### config.mk
export PLATFORM = sky130hd
export DESIGN_NAME = mem_arbiter
export DESIGN_NICKNAME = d
export VERILOG_FILES = /design/src/rtl/mem_arbiter.sv
export SDC_FILE = /design/constraint.sdc
export NUM_CORES = 1
export LEC_CHECK = 0
export ABC_AREA = 1
export CAP_MARGIN = 15
export CORE_ASPECT_RATIO = 1.1
export CORE_MARGIN = 2
export CORE_UTILIZATION = 38
export DETAILED_ROUTE_END_ITERATION = 16
export PLACE_DENSITY = 0.77
export SKIP_LAST_GASP = 1
export SLEW_MARGIN = 20
export SYNTH_ARGS = -nofsm -noshare
export SYNTH_HDL_FRONTEND = slang
export SYNTH_SLANG_ARGS = --single-unit
### constraint.sdc
create_clock -name clk -period 1.3 [get_ports clk]
set_input_delay 0.325 -clock clk [delete_from_list [all_inputs] [get_ports clk]]
set_output_delay 0.325 -clock clk [all_outputs]
set_load 0.02 [all_outputs]
### src/rtl/mem_arbiter.sv
// Two-requester round-robin memory arbiter.
// Each granted access runs as a single WRITE or READ/RESP transaction that ends with a one-cycle ack.
module mem_arbiter #(
  parameter int unsigned ADDR_WIDTH = 4,
  parameter int unsigned DATA_WIDTH = 32
) (
  input  logic                  clk,
  input  logic                  rst_n,
  input  logic                  req0,
  input  logic                  req1,
  input  logic                  we0,
  input  logic                  we1,
  input  logic [ADDR_WIDTH-1:0] addr0,
  input  logic [ADDR_WIDTH-1:0] addr1,
  input  logic [DATA_WIDTH-1:0] wdata0,
  input  logic [DATA_WIDTH-1:0] wdata1,
  output logic                  ack0,
  output logic                  ack1,
  output logic [DATA_WIDTH-1:0] rdata0,
  output logic [DATA_WIDTH-1:0] rdata1,
  output logic                  busy,
  output logic                  mem_wen,
  output logic                  mem_ren,
  output logic [ADDR_WIDTH-1:0] mem_waddr,
  output logic [ADDR_WIDTH-1:0] mem_raddr,
  output logic [DATA_WIDTH-1:0] mem_din,
  input  logic [DATA_WIDTH-1:0] mem_dout
);

  typedef enum logic [2:0] {IDLE, WRITE, READ, RESP, DONE} state_e;

  state_e                state_q;
  logic                  gnt_q;
  logic                  last_q;
  logic [ADDR_WIDTH-1:0] addr_q;
  logic [DATA_WIDTH-1:0] wdata_q;
  logic                  ack0_q, ack1_q, busy_q, wen_q, ren_q;
  logic [DATA_WIDTH-1:0] rdata0_q, rdata1_q;

  logic                  any_req;
  logic                  gnt_d;
  logic                  we_d;
  logic [ADDR_WIDTH-1:0] addr_d;
  logic [DATA_WIDTH-1:0] wdata_d;

  // On contention the requester not granted last wins; otherwise the lone requester wins.
  always_comb begin
    any_req = req0 | req1;
    gnt_d   = (req0 && req1) ? ~last_q : req1;
    we_d    = gnt_d ? we1    : we0;
    addr_d  = gnt_d ? addr1  : addr0;
    wdata_d = gnt_d ? wdata1 : wdata0;
  end

  always_ff @(posedge clk or negedge rst_n) begin
    if (!rst_n) begin
      state_q  <= IDLE;
      gnt_q    <= 1'b0;
      last_q   <= 1'b1;
      addr_q   <= '0;
      wdata_q  <= '0;
      ack0_q   <= 1'b0;
      ack1_q   <= 1'b0;
      busy_q   <= 1'b0;
      wen_q    <= 1'b0;
      ren_q    <= 1'b0;
      rdata0_q <= '0;
      rdata1_q <= '0;
    end else begin
      ack0_q <= 1'b0;
      ack1_q <= 1'b0;
      wen_q  <= 1'b0;
      ren_q  <= 1'b0;
      unique case (state_q)
        IDLE: begin
          if (any_req) begin
            gnt_q   <= gnt_d;
            last_q  <= gnt_d;
            addr_q  <= addr_d;
            wdata_q <= wdata_d;
            busy_q  <= 1'b1;
            if (we_d) begin
              state_q <= WRITE;
              wen_q   <= 1'b1;
            end else begin
              state_q <= READ;
              ren_q   <= 1'b1;
            end
          end
        end
        WRITE: begin
          state_q <= DONE;
          ack0_q  <= ~gnt_q;
          ack1_q  <= gnt_q;
        end
        READ: state_q <= RESP;
        RESP: begin
          if (gnt_q) rdata1_q <= mem_dout;
          else       rdata0_q <= mem_dout;
          state_q <= DONE;
          ack0_q  <= ~gnt_q;
          ack1_q  <= gnt_q;
        end
        DONE: begin
          state_q <= IDLE;
          busy_q  <= 1'b0;
        end
        default: begin
          state_q <= IDLE;
          busy_q  <= 1'b0;
        end
      endcase
    end
  end

  assign ack0      = ack0_q;
  assign ack1      = ack1_q;
  assign busy      = busy_q;
  assign mem_wen   = wen_q;
  assign mem_ren   = ren_q;
  assign mem_waddr = addr_q;
  assign mem_raddr = addr_q;
  assign mem_din   = wdata_q;
  assign rdata0    = rdata0_q;
  assign rdata1    = rdata1_q;

endmodule
Word-level counts from Yosys, hierarchy flattened

Index checks and enable logic that the tools add are counted.

Register bits: 110
Bits of input ports: 110
Output and inout bits: 109
Logic and storage cells: 45

Equal/unequal tests: 4
Multiplexer cells: 17
Bitwise logic cells: 4
Reductions and logical operators: 8

Operator list:

| operator                                             | count |
|---|---|
| 2-to-1 mux 32 bit                                    | 1 |
| 2-to-1 mux 1 bit                                     | 11 |
| one-hot mux 3 bit (3 select lines)                   | 1 |
| AND reduction 2 bit                                  | 4 |
| equality test 3 x 2 -> 1 bit (second input constant) | 2 |
| 2-to-1 mux 4 bit                                     | 1 |
| equality test 3 x 1 -> 1 bit (second input constant) | 1 |
| logical NOT 3 bit                                    | 1 |
| 2-to-1 mux 3 bit                                     | 1 |
| NOT 1 bit                                            | 3 |
| OR reduction 3 bit                                   | 1 |
| 2-to-1 mux 2 bit                                     | 1 |
| != test 2 bit (second input constant)                | 1 |
| one-hot mux 1 bit (2 select lines)                   | 1 |
| OR reduction 2 bit                                   | 1 |
| logical AND 1 bit                                    | 1 |
| bitwise OR 1 bit                                     | 1 |

Depth between registers and ports, before layout

Gate-level depths: netlist (run 1).

Depth after elaboration: 6
Mapped depth: 8
Gate-level depth less buffers: 7

Worst setup path before layout (run 1)

No wires, ideal clock.

Path kind: register to register
Start point: reg last_q
End point: reg wdata_q[21], in the netlist mem_din[21]
Library setup time: 0.066 ns
Arrival: 1.233 ns
Data required time: 1.234 ns
Path slack: 0.002 ns
Stages on the path, launching flop included: 9
Path buffers: 2
Period minus slack after synthesis: 1.298 ns
Cell sequence: dfstp_2 -> nand2_1 -> nand2_1 -> buf_2 -> buf_2 -> nand2_1 -> nand2_1 -> nand2_1 -> nand2_1

Word-level cells in the longest chain between the ends: 3

RTL lines:

| what                   | RTL line | RTL |
|---|---|---|
| start, declared        | 34       | `logic last_q;` |
| start signal, assigned | 78       | `last_q <= gnt_d;` |
| NOT 1 bit              | 49       | `gnt_d = (req0 && req1) ? ~last_q : req1;` |
| 2-to-1 mux 1 bit       | 49       |  |
| 2-to-1 mux 32 bit      | 52       | `wdata_d = gnt_d ? wdata1 : wdata0;` |
| end signal, assigned   | 80       | `wdata_q <= wdata_d;` |
| end, declared          | 36       | `logic [DATA_WIDTH-1:0] wdata_q;` |

No other way between the ends.
A chain may end at the register's enable or synchronous reset.

Worst setup path in the final report (run 1)

Same ends and word-level chain as after synthesis.

==> results.md, run 1 <==
* Status: finished with violations
* Failing checks: negative setup slack
* Critical-path cell list: nand2_2 > nand2_4 > inv_8 > buf_12 > nand2_4 > nand2_2 > nand2_2 > nand2_2
* Max-slew violation count at 0
* Final HPWL DP at 9.59 mm
* Share of flip-flops with an asynchronous set or reset at 100%
* Die H at 122 µm
* Minimum clock period at 1.34 ns
* Placed Area at 7180 µm²
* CTS max path bufs at 2
* Final clock period utilization by the worst path at 103%
* Slew margin rel. at 78.4%
* Storage cell area at 2750 µm²
* P&R area growth vs syn at 53.9%
* Crit path buffers/inverters at 2
* Endpoints failing setup at 71
* Post-synth top cells: nand2_1 (291), dfrtp_1 (109), o21ai_1 (43)
* RePlAce Congestion at 0.810
* Setup Skew at 0.00888 ns
* Register area share after synthesis at 57.5%
* Initial DRC Count at 232
* Crit-path max cell delay at 0.55 ns
* Number of flops mapped to enable cells by yosys at 0
* Count leader, synth: nand2_1
* Fin worst setup slack at -0.0431 ns
* Worst setup SP type: flip-flop
* Post-Syn Nets at 669
* Via count at 4567
* Main flop type after synthesis: dfrtp_1
* N_diodes at 0
* Top cell type's share of synthesized area at 57.0%
* FP Rows at 43
* VDD IR-drop max at 1060 µV
* Post-route DRC violation count at 0
* Num Clock Sinks at 110
* Die Wd at 111 µm
* Synthesized area at 4790 µm²
* Number of routed nets with antenna violations at 0
* Wirelength per Cell at 15.1 µm
* CTS root buffer: clkbuf_16
* H-tree depth at 3
* Cell mode on critical path: nand2_2
* Synth unique cells at 20
* Top post-synthesis cells by area: dfrtp_1 (57%), nand2_1 (23%), o21ai_1 (4.5%), o21ai_2 (3.8%), inv_1 (3.1%)
* Vias in the first global route at 4376
* Lkg Pwr at 4.00 nW
* Overflow after GRT at 0
* Fillers at 1083
* Yosys reg bits at 110
* Final-report hold violation count at 0
* Initial Util at 38.5%
* End-of-flow core utilization at 59.3%
* Post-Route WL at 14.5 mm
* Syn avg cell area at 8.56 µm²
* RSZ-0062 raised after global routing: yes
* Largest area contributor in the netlist: dfrtp_1
* Die area at 13500 µm²
* Required @ worst endpoint at 1.53 ns
* Worst path top cell family by delay: flip-flops
* Critical Path End Type: flip-flop
* Port Buf Inserts at 218
* CTS tree: yes
* I/O pins at 219
* Slowest cell on the critical path: dfstp_2
* Pin slew with the least headroom to its limit at 0.324 ns
* Multi-input gate area at 1740 µm²
* GRT Util Overall at 18.8%
* Drt first pass iters at 6
* Dpl ws at -0.355 ns
* YS warnings at 0
* Crit path kind: flip-flop to flip-flop
* Power density cells at 2400 nW/µm²
* Clock buffer count from CTS at 9
* Worst skew pair latency at 0.34 ns
* Vias per cell at 4.77
* Post-synthesis cell count at 559
* Worst-path clk slew at 0.08 ns
* Largest net degree at the start of global routing at 65
* Crit Path Max Fanout at 7
* Highest Clock Rate at 0.745 GHz
* Core Area at 12400 µm²
* Layout cell share with drive strength beyond 1 at 28.0%
* CP arrival at 1.57 ns
* Maxcap violations at 0
* Final Cell Area at 7370 µm²
* Initial antenna violation count at 0
* Class of the worst hold path: primary input to async pin
* First-pass GRT wire length at 20.7 mm
* Final net count at 905
## cell families (layout without fill, tap and decap cells)
kind of cell,count (synthesis),count (layout),share of synthesized area (%)
simple gates,308,308,25.1
flops,110,110,57.5
buf+inv,74,315,8.73
compound gates,67,67,8.65
## path summary, 6_finish.rpt
path | start | to | slack [ns] | cells past startpoint
min in group clk | mem_din[26] | mem_din[26] | 0.47 | 2
worst max-delay path | last_q | mem_din[21] | -0.04 | 8
worst min register to register | mem_din[26] | mem_din[26] | 0.47 | 2
worst max register to register | last_q | mem_din[21] | -0.04 | 8
max in group asynchronous | rst_n | rdata1[29] | 0.36 | 3
worst min-delay path | rst_n | mem_din[22] | 0.37 | 2
## registers in the layout, indices dropped and copies added, names as in the netlist
register	cells
mem_raddr	4
mem_wen	1
busy	1
rdata1	32
ack1	1
ack0	1
mem_ren	1
gnt_q	1
mem_din	32
last_q	1
state_q	3
rdata0	32
## worst register-to-register path, cell delays in order, from the launching register on
cell	delay [ns]
dfstp_2	0.55
nand2_2	0.08
nand2_4	0.14
inv_8	0.08
buf_12	0.16
nand2_4	0.06
nand2_2	0.06
nand2_2	0.07
nand2_2	0.05
## cell usage in the layout, fill, tap and decap left out, types with 2 or more instances in the layout
cell type / Yosys / routed
a21oi_2: 0 / 2
buf_12: 0 / 5
buf_16: 0 / 2
buf_2: 5 / 108
buf_4: 9 / 19
buf_6: 12 / 4
bufinv_16: 0 / 2
clkbuf_16: 0 / 16
clkdlybuf4s50_1: 0 / 107
clkinv_4: 0 / 2
dfrtp_1: 109 / 109
inv_1: 39 / 39
inv_2: 5 / 3
inv_6: 0 / 2
inv_8: 0 / 2
nand2_1: 291 / 267
nand2_2: 1 / 16
nand2_4: 2 / 11
nand3_1: 6 / 4
nand3_2: 0 / 2
nor2_1: 6 / 4
nor2_2: 0 / 2
o21ai_1: 43 / 44
o21ai_2: 21 / 21
## per-stage QoR
stage	cells	TNS [ns]	power (mW)	hold slack [ns]
final	957	-1.22	17.7	0.367
after global placement	928	-10.82	15.5	0.192
after detailed placement	928	-13.79	15.8	0.194
after global routing	957	-8.01	18.8	0.366
after floorplan	559	0	11.0	0.0294
after CTS	945	-0.376	17.2	0.362
## metal layers
layer  share of wire [%]  vias to the layer above  track usage (%)
li1                    -                     2177                -
met1                  40                     2149             23.2
met2                  50                      206             31.9
met3                 7.2                       35             4.58
met4                 3.1                        0             8.10
met5                   0                        -                0
## final cells by class
type,count,share of cell area (%)
sequential,110,37.4
clock inverter,7,1.43
tap,157,2.67
inverter,44,2.41
multi-input combinational,375,23.7
timing repair buffer,255,29.4
clock buffer,9,3.06
## where the power goes
| part | switching, mW | internal (mW) |
|---|---|---|
| Sequential | 0.949 | 5.12 |
| Clock | 1.28 | 1.72 |
| Combinational | 5.39 | 3.24 |
| Total | 7.62 | 10.1 |
## timing repair
item | 4_1_cts | 5_1_grt
cloned | 0 | 9
setup endpoints to repair | 201 | 108
pin swaps | 2 | 18
hold endpoints to repair | 9 | 0
resized for setup | 442 | 47
setup buffers | 0 | 3
hold buffers | 1 | 0
Note: power is estimated with default switching activity, not from simulation.
==> inputs of run 2 (changes only) <==
HOLD_SLACK_MARGIN = 0.06   (was not set)
MAX_ROUTING_LAYER = met4   (was not set)
==> run 2 against run 1 <==
  * The run still ends with negative setup slack left
  * Global-route usage grew 0.58 points
  * Die area is the same
  * Register-to-register slack is essentially flat
  * Critical path type unchanged
==> results.md, run 2 (same netlist as run 1, synthesis figures left out) <==
* Status: finished with violations
* Failing checks: negative setup slack
* Highest Clock Rate at 0.743 GHz
* GRT busiest layer: met2
* Lkg Pwr at 4.00 nW
* Tot Pwr at 17.7 mW
* Via count at 4565
* Final net count at 905
* Layout cell share with drive strength beyond 1 at 28.0%
* Die Wd at 111 µm
* CTS tree: yes
* Non-Filler Instances at 957
* Vias per cell at 4.77
* Port Buf Inserts at 218
* Initial Util at 38.5%
* CP arrival at 1.57 ns
* Crit path kind: flip-flop to flip-flop
* Fin worst setup slack at -0.0460 ns
* Critical Path End Type: flip-flop
* Vias in the first global route at 4373
* Pin slew with the least headroom to its limit at 0.326 ns
* Critical R2R Launch: state_q[1]
* Placed Area at 7180 µm²
* Worst r2r dst: rdata0[16]
* Clock power frac at 16.9%
* Slew margin rel. at 78.3%
* Largest net degree at the start of global routing at 65
* RePlAce Congestion at 0.822
* Net Switching at 7.62 mW
* Initial antenna violation count at 0
* Commonest non-fill, non-tap cell in the layout: nand2_1
* Slowest cell on the critical path: dfrtp_1
* Most frequent cells in the layout: nand2_1 (267), dfrtp_1 (109), buf_2 (108), clkdlybuf4s50_1 (107), o21ai_1 (44)
* Critical-path cell list: inv_2 > nor3_4 > nand2_4 > buf_16 > nand2_1 > o21ai_1
* FP Rows at 43
* P&R area growth vs syn at 53.9%
* Worst setup SP type: flip-flop
* GRT Util Overall at 19.4%
* Internal at 10.1 mW
* End-of-flow core utilization at 59.3%
* CTS max path bufs at 2
* Overflow after GRT at 0
* Crit-path max cell delay at 0.37 ns
* Clock buffer count from CTS at 9
* Maxcap violations at 0
* Post-Route WL at 14.5 mm
* Part of the power in registers at 34.3%
* Post-route DRC violation count at 0
* Setup Skew at 0.00906 ns
* Fillers at 1083
* First-pass GRT wire length at 20.7 mm
* Number of routed nets with antenna violations at 0
* R2r setup slk at -0.05 ns
* Power density cells at 2400 nW/µm²
* Die H at 122 µm
* Switching Share at 43.1%
* Global routing usage on met1 at 23.5%
* Class of the worst hold path: primary input to async pin
* Final Cell Area at 7370 µm²
* Minimum clock period at 1.35 ns
* CTS root buffer: clkbuf_16
* Endpoints failing setup at 72
* Placed cells at 928
* Core Area at 12400 µm²
* I/O pins at 219
* Power share of the combinational group at 48.8%
* Initial DRC Count at 212
* GRT met2 Usage at 31.9%
* VDD IR-drop max at 1060 µV
* Worst skew pair latency at 0.34 ns
* Num Clock Sinks at 110
* Die area at 13500 µm²
* Worst-path clk slew at 0.07 ns
* RSZ-0062 raised after global routing: yes
* Max-slew violation count at 0
* Worst R2R Path Depth at 6
* Crit Path Max Fanout at 16
* Wirelength per Cell at 15.2 µm
* N_diodes at 0
* Final HPWL DP at 9.59 mm
* Final-report hold violation count at 0
* Met3 usage at 4.13%
* Required @ worst endpoint at 1.53 ns
* Final clock period utilization by the worst path at 104%
* Drt first pass iters at 5
* H-tree depth at 3
[run 2: critical path, delay by kind of cell (launching register included)]
kind | cells | cell delay (ns)
AND/OR/NAND/NOR | 3 | 0.53
flip-flops | 1 | 0.37
buffers and inverters | 2 | 0.26
AO/OA/AOI/OAI | 1 | 0.08
[run 2: cell type report]
class / instances / area (µm²) / area share, %
flip-flops and latches: 110 / 2750 / 37.4
repair buffers: 255 / 2170 / 29.4
multi-input cells: 375 / 1740 / 23.7
clock buffers: 9 / 225 / 3.06
well taps: 157 / 196 / 2.67
inverters: 44 / 178 / 2.41
clock inverters: 7 / 105 / 1.43
[run 2: worst max-delay path by stage]
| stage | depth (start not counted) | startpoint | slack (ns) | endpoint |
|---|---|---|---|---|
| after floorplan | 8 | last_q | 0.002 | mem_din[21] |
| after global placement | 9 | req0 | -0.27 | mem_din[21] |
| after detailed placement | 8 | req1 | -0.36 | mem_din[2] |
| after CTS | 6 | state_q[1] | -0.05 | rdata0[16] |
| after global routing | 6 | state_q[1] | -0.11 | rdata0[16] |
| final | 6 | state_q[1] | -0.05 | rdata0[16] |
[run 2: what timing repair did]
action | 4_1_cts | 5_1_grt
endpoints found under the hold margin | 9 | 0
setup endpoints to repair | 201 | 108
pin swaps | 2 | 18
hold buffers | 1 | 0
resized for setup | 442 | 47
buffers inserted | 0 | 3
cloned | 0 | 9
[run 2: power groups by stage]
stage / Combinational [mW] / Sequential (mW) / Clock (mW)
floorplan: 3.05 / 8.00 / 0
global placement: 9.39 / 6.07 / 0
detailed placement: 9.64 / 6.13 / 0
CTS: 8.13 / 6.05 / 3.06
global route: 9.39 / 6.23 / 3.19
finish: 8.63 / 6.06 / 3.00
[run 2: through the flow]
| stage | setup slack, ns | hold WS [ns] | TNS, ns |
|---|---|---|---|
| 6_report | -0.0460 | 0.363 | -1.21 |
| 5_1_grt | -0.110 | 0.366 | -8.01 |
| 4_1_cts | -0.0499 | 0.362 | -0.376 |
| 3_5_place_dp | -0.355 | 0.194 | -13.79 |
| 3_3_place_gp | -0.269 | 0.192 | -10.82 |
| 2_1_floorplan | 0.00192 | 0.0294 | 0 |
[run 2: layer usage]
metal  up-vias  wire length, µm
met3        35              983
met1      2144             5840
met2       208             7240
li1       2178                -
met5         -                0
met4         0              442
